--- config.mk ---
export PLATFORM = sky130hd
export DESIGN_NAME = keccak_absorb
export DESIGN_NICKNAME = d
export VERILOG_FILES = /design/src/rtl/keccak_pkg.sv /design/src/rtl/keccak_pad_lane.sv /design/src/rtl/keccak_absorb.sv
export SDC_FILE = /design/constraint.sdc
export NUM_CORES = 2
export LEC_CHECK = 0
export BUFFER_PORTS_ARGS = -buffer_cell sky130_fd_sc_hd__buf_2
export CAP_MARGIN = 20
export CORE_AREA = 2 2 459 461
export CTS_BUF_LIST = sky130_fd_sc_hd__clkbuf_16
export DETAILED_ROUTE_END_ITERATION = 6
export DIE_AREA = 0 0 461 463
export GPL_TIMING_DRIVEN = 0
export PLACE_DENSITY = 0.46
export SYNTH_ARGS = -nofsm -noshare
export SYNTH_HDL_FRONTEND = slang
export SYNTH_HIERARCHICAL = 1
export SYNTH_SLANG_ARGS = --single-unit
--- constraint.sdc ---
create_clock -name clk_i -period 39.3 [get_ports clk_i]
set_input_delay 3.93 -clock clk_i [delete_from_list [all_inputs] [get_ports clk_i]]
set_output_delay 3.93 -clock clk_i [all_outputs]
set_load 0.02 [all_outputs]
--- src/rtl/keccak_pkg.sv ---
// rtl/keccak_pkg.sv - shared lane width, padding constants and absorb FSM states
// Contents: LANE_W, DOMAIN_SHA3 / DOMAIN_SHAKE domain bytes, PAD_LAST final pad byte,
// and absorb_state_e (IDLE, COLLECT, FIRE, WAIT_PERM).
package keccak_pkg;

  localparam int LANE_W = 64;

  localparam logic [7:0] DOMAIN_SHA3  = 8'h06;
  localparam logic [7:0] DOMAIN_SHAKE = 8'h1F;
  localparam logic [7:0] PAD_LAST     = 8'h80;

  typedef enum logic [1:0] {
    IDLE,
    COLLECT,
    FIRE,
    WAIT_PERM
  } absorb_state_e;

endpackage

--- src/rtl/keccak_pad_lane.sv ---
// rtl/keccak_pad_lane.sv - combinational pad10*1 lane builder
// Ports:
//   data      in  64  message lane, little-endian bytes
//   n_bytes   in  4   valid bytes (0..8); bytes at and above n_bytes are zeroed
//   domain    in  8   domain byte OR'd into byte n_bytes (no effect when n_bytes == 8)
//   is_final  in  1   lane is the last rate lane: byte 7 gets 8'h80 OR'd in
//   padded    out 64  padded lane
module keccak_pad_lane
  import keccak_pkg::*;
(
  input  logic [LANE_W-1:0] data,
  input  logic [3:0]        n_bytes,
  input  logic [7:0]        domain,
  input  logic              is_final,
  output logic [LANE_W-1:0] padded
);

  for (genvar g = 0; g < 8; g++) begin : g_byte
    // Domain and final-pad bits are OR'd so they can share byte 7 of a one-lane rate.
    assign padded[8*g +: 8] = ((4'(g) <  n_bytes) ? data[8*g +: 8] : 8'h00)
                            | ((4'(g) == n_bytes) ? domain         : 8'h00)
                            | ((g == 7 && is_final) ? PAD_LAST     : 8'h00);
  end

endmodule

--- src/rtl/keccak_absorb.sv ---
// rtl/keccak_absorb.sv - Keccak absorb front-end: lane packing, pad10*1, permutation handshake
// Optional feature macro: KECCAK_ABSORB_DOMAIN_IN_EN adds domain_i (sampled on the first
// accepted lane of a message) in place of the DOMAIN parameter.
// Ports:
//   clk_i, rst_i (async, active-high)
//   lane_valid_i / lane_ready_o / lane_data_i / lane_last_i / lane_bytes_i  - lane stream in
//   blk_o        rate block, lane k at [64k+63:64k]
//   start_o / dp_ready_i  - permutation start handshake
//   perm_done_i  permutation finished pulse
//   msg_done_o   pulse after the final block's permutation
//   busy_o       not in IDLE
//   domain_i     (KECCAK_ABSORB_DOMAIN_IN_EN only) runtime domain byte
module keccak_absorb
  import keccak_pkg::*;
#(
  parameter int         LANE_W     = 64,
  parameter int         RATE_LANES = 17,
  parameter logic [7:0] DOMAIN     = DOMAIN_SHA3
) (
  input  logic                         clk_i,
  input  logic                         rst_i,
  input  logic                         lane_valid_i,
  input  logic [LANE_W-1:0]            lane_data_i,
  input  logic                         lane_last_i,
  input  logic [3:0]                   lane_bytes_i,
  output logic                         lane_ready_o,
  output logic [RATE_LANES*LANE_W-1:0] blk_o,
  output logic                         start_o,
  input  logic                         dp_ready_i,
  input  logic                         perm_done_i,
  output logic                         msg_done_o,
`ifdef KECCAK_ABSORB_DOMAIN_IN_EN
  input  logic [7:0]                   domain_i,
`endif
  output logic                         busy_o
);

  localparam logic [4:0] RL    = 5'(RATE_LANES);
  localparam logic [4:0] RL_M1 = 5'(RATE_LANES - 1);

  absorb_state_e     state_q;
  logic [4:0]        cnt_q;
  logic              final_q;
  logic              pad_pend_q;
  logic [LANE_W-1:0] lane_q [RATE_LANES];

  logic [3:0]        n_bytes;
  logic              full_last;
  logic              pad_defer;
  logic              accept;
  logic              pad_only;
  logic [7:0]        dom_eff;
  logic [LANE_W-1:0] pad_data;
  logic [3:0]        pad_bytes;
  logic              pad_final;
  logic [LANE_W-1:0] pad_out;

`ifdef KECCAK_ABSORB_DOMAIN_IN_EN
  logic       first_q;
  logic [7:0] dom_q;
  // The first lane's own padding (single-lane message) must already see domain_i.
  assign dom_eff = first_q ? domain_i : dom_q;
`else
  assign dom_eff = DOMAIN;
`endif

  assign n_bytes   = (lane_bytes_i > 4'd8) ? 4'd8 : lane_bytes_i;
  assign full_last = (n_bytes == 4'd8);
  // A full final lane that also fills the rate leaves no room: padding goes in a later block.
  assign pad_defer = full_last && (cnt_q == RL_M1);
  assign accept    = lane_valid_i && lane_ready_o;

  // One pad-lane builder serves both the in-message final lane and the pad-only block.
  assign pad_only  = (state_q == WAIT_PERM);
  assign pad_data  = (pad_only || full_last) ? '0 : lane_data_i;
  assign pad_bytes = (pad_only || full_last) ? 4'd0 : n_bytes;
  assign pad_final = pad_only  ? (RATE_LANES == 1)
                   : full_last ? (cnt_q + 5'd1 == RL_M1)
                   :             (cnt_q == RL_M1);

  keccak_pad_lane u_pad (
    .data     (pad_data),
    .n_bytes  (pad_bytes),
    .domain   (dom_eff),
    .is_final (pad_final),
    .padded   (pad_out)
  );

  assign lane_ready_o = (state_q == COLLECT) && (cnt_q < RL);
  assign start_o      = (state_q == FIRE);
  assign busy_o       = (state_q != IDLE);

  for (genvar k = 0; k < RATE_LANES; k++) begin : g_blk
    assign blk_o[k*LANE_W +: LANE_W] = lane_q[k];
  end

  always_ff @(posedge clk_i or posedge rst_i) begin
    if (rst_i) begin
      state_q    <= IDLE;
      cnt_q      <= '0;
      final_q    <= 1'b0;
      pad_pend_q <= 1'b0;
      msg_done_o <= 1'b0;
      for (int k = 0; k < RATE_LANES; k++) lane_q[k] <= '0;
`ifdef KECCAK_ABSORB_DOMAIN_IN_EN
      first_q    <= 1'b0;
      dom_q      <= '0;
`endif
    end else begin
      msg_done_o <= 1'b0;
      case (state_q)
        IDLE: begin
          if (lane_valid_i) begin
            state_q <= COLLECT;
`ifdef KECCAK_ABSORB_DOMAIN_IN_EN
            first_q <= 1'b1;
`endif
          end
        end
        COLLECT: begin
          if (accept) begin
`ifdef KECCAK_ABSORB_DOMAIN_IN_EN
            first_q <= 1'b0;
            if (first_q) dom_q <= domain_i;
`endif
            cnt_q <= cnt_q + 5'd1;
            // Lanes above cnt_q are already zero, so only the written lanes need updating.
            for (int k = 0; k < RATE_LANES; k++) begin
              if (5'(k) == cnt_q)
                lane_q[k] <= (lane_last_i && !full_last) ? pad_out : lane_data_i;
              else if (lane_last_i && full_last && 5'(k) == cnt_q + 5'd1)
                lane_q[k] <= pad_out;
              else if (lane_last_i && !pad_defer && k == RATE_LANES - 1)
                lane_q[k] <= {PAD_LAST, {(LANE_W-8){1'b0}}};
            end
            if (lane_last_i) begin
              state_q    <= FIRE;
              final_q    <= !pad_defer;
              pad_pend_q <= pad_defer;
            end else if (cnt_q == RL_M1) begin
              state_q <= FIRE;
              final_q <= 1'b0;
            end
          end
        end
        FIRE: begin
          if (dp_ready_i) state_q <= WAIT_PERM;
        end
        WAIT_PERM: begin
          if (perm_done_i) begin
            if (pad_pend_q) begin
              for (int k = 0; k < RATE_LANES; k++) begin
                if (k == 0)                   lane_q[k] <= pad_out;
                else if (k == RATE_LANES - 1) lane_q[k] <= {PAD_LAST, {(LANE_W-8){1'b0}}};
                else                          lane_q[k] <= '0;
              end
              pad_pend_q <= 1'b0;
              final_q    <= 1'b1;
              state_q    <= FIRE;
            end else begin
              for (int k = 0; k < RATE_LANES; k++) lane_q[k] <= '0;
              cnt_q      <= '0;
              msg_done_o <= final_q;
              state_q    <= final_q ? IDLE : COLLECT;
            end
          end
        end
        default: state_q <= IDLE;
      endcase
    end
  end

endmodule
Yosys cells after proc, flatten, opt, wreduce, memory -nomap -nowiden:

Cells that the tools add are included.

* output and inout bits: 1092
* logic and storage cells: 253
* bits in registers: 1098
* bits of input ports: 74

* eq/ne operators: 70
* bitwise logic cells: 9
* add/sub/neg operators: 1
* mux-type cells: 88
* reduce and logical (&&, ||, !) cells: 53
* magnitude comparators: 10

Operator list (number)
* $mux W1088: 3
* $mux W64: 37
* $pmux W1088 S2: 1
* $eq A4 B5 Y1 const A: 16
* $reduce_and A4 Y1: 19
* $mux W8: 9
* $or A8 B8 Y8: 8
* $ne A3 B1 Y1 const B: 16
* $eq A3 B5 Y1 const A: 8
* $mux W3: 8
* $logic_and A1 B1 Y1: 23
* $eq A2 B5 Y1 const A: 4
* $eq A3 B4 Y1 const A: 4
* $lt A3 B4 Y1 const A: 4
* $mux W5: 3
* $mux W1: 14
* $mux W2: 7
* $ne A2 B2 Y1 const B: 6
* $eq A1 B5 Y1 const A: 2
* $eq A5 B5 Y1 const A: 2
* $eq A5 B5 Y1 const B: 2
* $logic_not A5 Y1: 2
* $pmux W5 S2: 1
* $reduce_and A5 Y1: 2
* other kinds (22): 30

Logic depth before layout (Yosys ltp):

* word-level depth: 13
* gate-level depth with buffers: 18
* gate-level depth less buffers: 11

Hierarchy:

The synthesis kept the hierarchy.

Modules (own cells, without submodules)
* keccak_absorb: sequential area each 27476.4 um2, area each 57059.7 um2, instances 1, cells each 5509
* keccak_pad_lane: sequential area each 0.0 um2, area each 1064.8 um2, instances 1, cells each 148

Worst setup path before layout:

OpenSTA, ideal clock, no wires.

* path type: in2reg
* start: input lane_bytes_i[3]
* end: register lane_q (netlist bit blk_o[832])
* setup time: 0.127 ns
* cell stages on the path: 13
* path slack: 32.189 ns
* arrival time: 6.984 ns
* buffers on the path: 6
* required time: 39.173 ns
* path through: clkbuf_1 -> nor2_1 -> clkbuf_1 -> clkbuf_1 -> and2_1 -> buf_6 -> nor4_4 -> mux2_2 -> clkbuf_1 -> mux2i_1 -> clkbuf_1 -> a211oi_1 -> mux2_1

* longest elaborated chain between the ends: 12
* elaborated cells between the ends (all ways): 20
* classes of those cells: order compare (2); eq/ne (2); mux (9); bitwise (1); reduce/logical (6)

RTL lines
* start: declaration: line keccak_absorb.sv:25 `input logic [3:0] lane_bytes_i,`
* $gt A4 B4 Y1: line keccak_absorb.sv:67 `assign n_bytes = (lane_bytes_i > 4'd8) ? 4'd8 : lane_bytes_i;`
* $mux W4 *: line keccak_absorb.sv:67
* $eq A4 B4 Y1: line keccak_absorb.sv:68 `assign full_last = (n_bytes == 4'd8);`
* $logic_or A1 B1 Y1: line keccak_absorb.sv:76 `assign pad_bytes = (pad_only || full_last) ? 4'd0 : n_bytes;`
* $mux W4 *: line keccak_absorb.sv:76
* named net pad_bytes[2]: line keccak_absorb.sv:54 `logic [3:0] pad_bytes;`
* $lt A1 B4 Y1 *: line keccak_pad_lane.sv:20 `assign padded[8*g +: 8] = ((4'(g) < n_bytes) ? data[8*g +: 8] : 8'h00)`
* $mux W8 *: line keccak_pad_lane.sv:20
* $or A8 B8 Y8 *: line keccak_pad_lane.sv:21 `| ((4'(g) == n_bytes) ? domain : 8'h00)`
* named net pad_out[0]: line keccak_absorb.sv:56 `logic [LANE_W-1:0] pad_out;`
* $mux W64 (on tied branches): line keccak_absorb.sv:131, keccak_absorb.sv:130
* $mux W64 *: line keccak_absorb.sv:129 `if (5'(k) == cnt_q)`
* $mux W1088 *: line keccak_absorb.sv:121 `if (accept) begin`
* $pmux W1088 S2 *: line keccak_absorb.sv:111 `case (state_q)`
* end signal: indexed assignment: line keccak_absorb.sv:130 `lane_q[k] <= (lane_last_i && !full_last) ? pad_out : lane_data_i;`
* end signal: indexed assignment: line keccak_absorb.sv:132 `lane_q[k] <= pad_out;`
* end signal: indexed assignment: line keccak_absorb.sv:134 `lane_q[k] <= {PAD_LAST, {(LANE_W-8){1'b0}}};`
* end: declaration: line keccak_absorb.sv:45 `logic [LANE_W-1:0] lane_q [RATE_LANES];`

Mark *: on every way through the listed nets, which the timed path passes. The rest lies on a longest branch. The select of a mux whose other input is x is not followed.
A chain may end at the register's enable or synchronous reset.

Worst setup path after layout:

* start: input lane_bytes_i[3]
* end: register lane_q (netlist bit blk_o[615])

* longest elaborated chain between the ends: 12
* elaborated cells between the ends (all ways): 20
* classes of those cells: order compare (2); eq/ne (2); mux (9); bitwise (1); reduce/logical (6)

RTL lines (line)
* $gt A4 B4 Y1: keccak_absorb.sv:67
* $mux W4 *: keccak_absorb.sv:67
* $eq A4 B4 Y1: keccak_absorb.sv:68
* $logic_or A1 B1 Y1: keccak_absorb.sv:76
* $mux W4 *: keccak_absorb.sv:76
* named net pad_bytes[2]: keccak_absorb.sv:54
* $lt A3 B4 Y1 *: keccak_pad_lane.sv:20
* $mux W8 *: keccak_pad_lane.sv:20
* $or A8 B8 Y8 *: keccak_pad_lane.sv:21
* named net pad_out[39]: keccak_absorb.sv:56
* $mux W64 (on tied branches): keccak_absorb.sv:131, keccak_absorb.sv:130
* $mux W64 *: keccak_absorb.sv:129
* $mux W1088 *: keccak_absorb.sv:121
* $pmux W1088 S2 *: keccak_absorb.sv:111

Marked as above.

==> out/results.ini <==
[global_routing]
overflow = 0
track_usage_pct = 33.1
grt_pass1_wl_mm = 484
antenna_found_initial = 78
grt_pass1_vias = 54000
grt_start_max_net_pins = 120

[die]
die_w_um = 461
start_util_pct = 27.9
core-area_mm2 = 0.209
die_y_um = 463
rows = 168
pin_count = 1166
die_area_mm2 = 0.213

[clock_tree]
cts_setup_buffers = 0
h-tree-depth = 4
ctsResizeCount = 0
cts_tree = built
holdBufCountCts = 0
clock_path_buffers = 3
cts_buffers = 143
clk_pin_slew_ps = 50
cts_root_buf = clkbuf_16
cts.sinks = 1098
worstSkewPairLatency_ps = 850

[critical_path]
endpoint_kind = register
worstPathArrival_ps = 10450
rrSetupSlack_ps = 32360
crit_type = in2reg
reg2reg_to = blk_o[615]
crit_fanout = 11
cp_slowest_cell = a211oi_1
r2r_start = state_q[0]
startpoint = lane_bytes_i[3]
crit_path_end = blk_o[615]
crit_top_cell = clkbuf_1
r2r_cells = 18
worst-path-stages = 17
start_kind = input port
cp_top_family = buffers and inverters
cp_cell_sequence = buf_2 -> clkbuf_1 -> nor2_2 -> clkbuf_1 -> buf_8 -> clkbuf_1 -> and2_1 -> buf_6 -> clkbuf_1 -> o21ai_0 -> mux2i_1 -> clkbuf_1 -> mux2i_1 -> buf_4 -> buf_2 -> a211oi_1 -> mux2_2
slowest_delay_ps = 1020
worstPathRequired_ps = 40060
path_buf_inv = 10

[synth]
ys_seq_elements = 1098
syn_avg_cell_area_um2 = 10.3
yosys_warnings = 6
post-synth-top-count-cell = dfrtp_1
synth_area_mm2 = 0.0581
ys_seq_area_share_pct = 47.3
yosys.cell_types.count = 64
synth-edff-count = 0
synth_ff_type = dfrtp_1
synth.area.top_cells = dfrtp_1 47%, mux2_2 11%, a211oi_1 10%
synth_top_area_share_pct = 47.3
syn_inst = 5657
synth_top_area_cell = dfrtp_1
synthTopCellsByCount = 1098 x dfrtp_1, 979 x nor2_1, 772 x a211oi_1
async_flop_share_pct = 100

[run]
cap_violations = 0

[timing]
fmax_mhz = 103
tightest_slew_ps = 1300
finalSetupViolCount = 0
hold_viol_final = 0
tns_ps = 0
fin_crit_ps = 9690
timing.final.crit_share_pct = 24.7
hold_slack_ps = 479
rsz0062_at_grt = false
relSlewSlack_pct = 10.8
slew_violations = 0
worst_slack_ps = 29610
finClkSkew_ps = 48.3

[power_and_ir_drop]
p_seq_share_pct = 27.9
power_leakage_nw = 34.7
p_comb_share_pct = 51.6
power_frac_clock_pct = 20.5
peakVddDrop_v = 0.0000467
power_switching_share_pct = 49.0
powerDensity_mw_per_mm2 = 88.1
p_int_mw = 3.30
switching_power_mw = 3.17

[status]
violations = DRC
status = complete, but fails checks

[place]
dp_hpwl_mm = 281
port_buffers = 1165
place_congestion = 0.917
dp_slack_ps = 29100

[final_layout]
final_util_pct = 35.2
drive_gt1_share_pct = 33.2
area_growth_pct = 26.3
nets = 7164

[routing]
vias_per_cell = 5.56
final_antenna_net_count = 0
first_pass_iters = 7
wl_per_cell_um = 36.3
vias = 55800
drt_wl_total_mm = 364
drtIter0Drc = 5747
drt_drc_violations_left = 14

[worst_hold_path]
hp-class = reg2reg
hp-start = blk_o[934]

cells by family after synthesis:
family | after synthesis | share of synthesized area (%)
simple gates | 1234 | 8.96
mux | 920 | 17.7
fa+ha+maj | 6 | 0.129
other cells | 2 | 0.0129
compound gates | 1635 | 19.2
buf+inv | 762 | 6.71
flops | 1098 | 47.3
worst min path at each step:
stage               slack [ps]    endpoint  depth (start not counted)
floorplan                  480  msg_done_o                          2
global placement           460  blk_o[921]                          1
detailed placement         470  blk_o[949]                          1
CTS                        480  blk_o[949]                          1
global route               490  blk_o[918]                          1
finish                     480  blk_o[934]                          1
final cells by class:
type / instances / area (um^2)
antenna: 28 / 70.1
buffer: 740 / 3840
clock buffer: 143 / 3580
clock inverter: 113 / 1020
fill: 21600 / 135000
inverter: 22 / 90.1
multi-input combinational: 3858 / 27000
sequential: 1098 / 27500
tap: 2805 / 3510
timing repair buffer: 1221 / 6840
state kept, by name, indices dropped and copies added, names as in the netlist:
signal / cells
pad_pend_q: 1
blk_o: 1088
cnt_q: 5
msg_done_o: 1
final_q: 1
state_q: 2
through the flow:
stage | instances | instance area, um^2 | total power [mW]
detailed placement | 9738 | 68700 | 5.11
finish | 10000 | 73400 | 6.47
global placement | 9688 | 67700 | 5.04
floorplan | 5718 | 58400 | 3.54
global route | 10000 | 73400 | 6.70
CTS | 9994 | 73300 | 6.45
layer usage:
metal / GRT usage, % / share of wire [%] / vias up
li1: - / - / 23200
met4: 16.7 / 5.7 / 20
met3: 9.56 / 9.3 / 660
met1: 41.2 / 40 / 28800
met5: 0 / 0.030 / -
met2: 51.9 / 45 / 3033
power groups by stage:
stage / Combinational (mW) / Clock [mW] / Sequential [mW]
after global routing: 3.48 / 1.39 / 1.82
final: 3.34 / 1.33 / 1.80
after CTS: 3.31 / 1.35 / 1.79
after floorplan: 1.42 / 0 / 2.12
after detailed placement: 3.31 / 0 / 1.81
after global placement: 3.23 / 0 / 1.81
layout by cell type (no fill, tap or decap), types with 5 or more instances in the layout:
cell type and n:
buf_8 12, inv_16 6, clkinv_2 20, and3_1 14
buf_16 23, ha_1 6, nand2b_1 5, a22o_1 24
a21oi_1 198, clkinv_16 6, a221o_1 10, clkbuf_2 20
dfrtp_1 1098, buf_6 80, diode_2 28, mux2_2 567
inv_1 52, o31ai_1 196, clkbuf_1 352, buf_1 21
mux2i_2 5, o221ai_1 8, mux2_1 273, clkbuf_16 143
a22oi_1 63, o21ai_0 335, a211oi_1 772, and2_1 70
bufinv_16 10, nand3_1 67, nor2b_1 8, buf_4 61
conb_1 63, mux2i_1 75, nor2_1 978, nand2_1 49
buf_2 1389, clkinv_1 32
(Power assumes the default switching activity.)
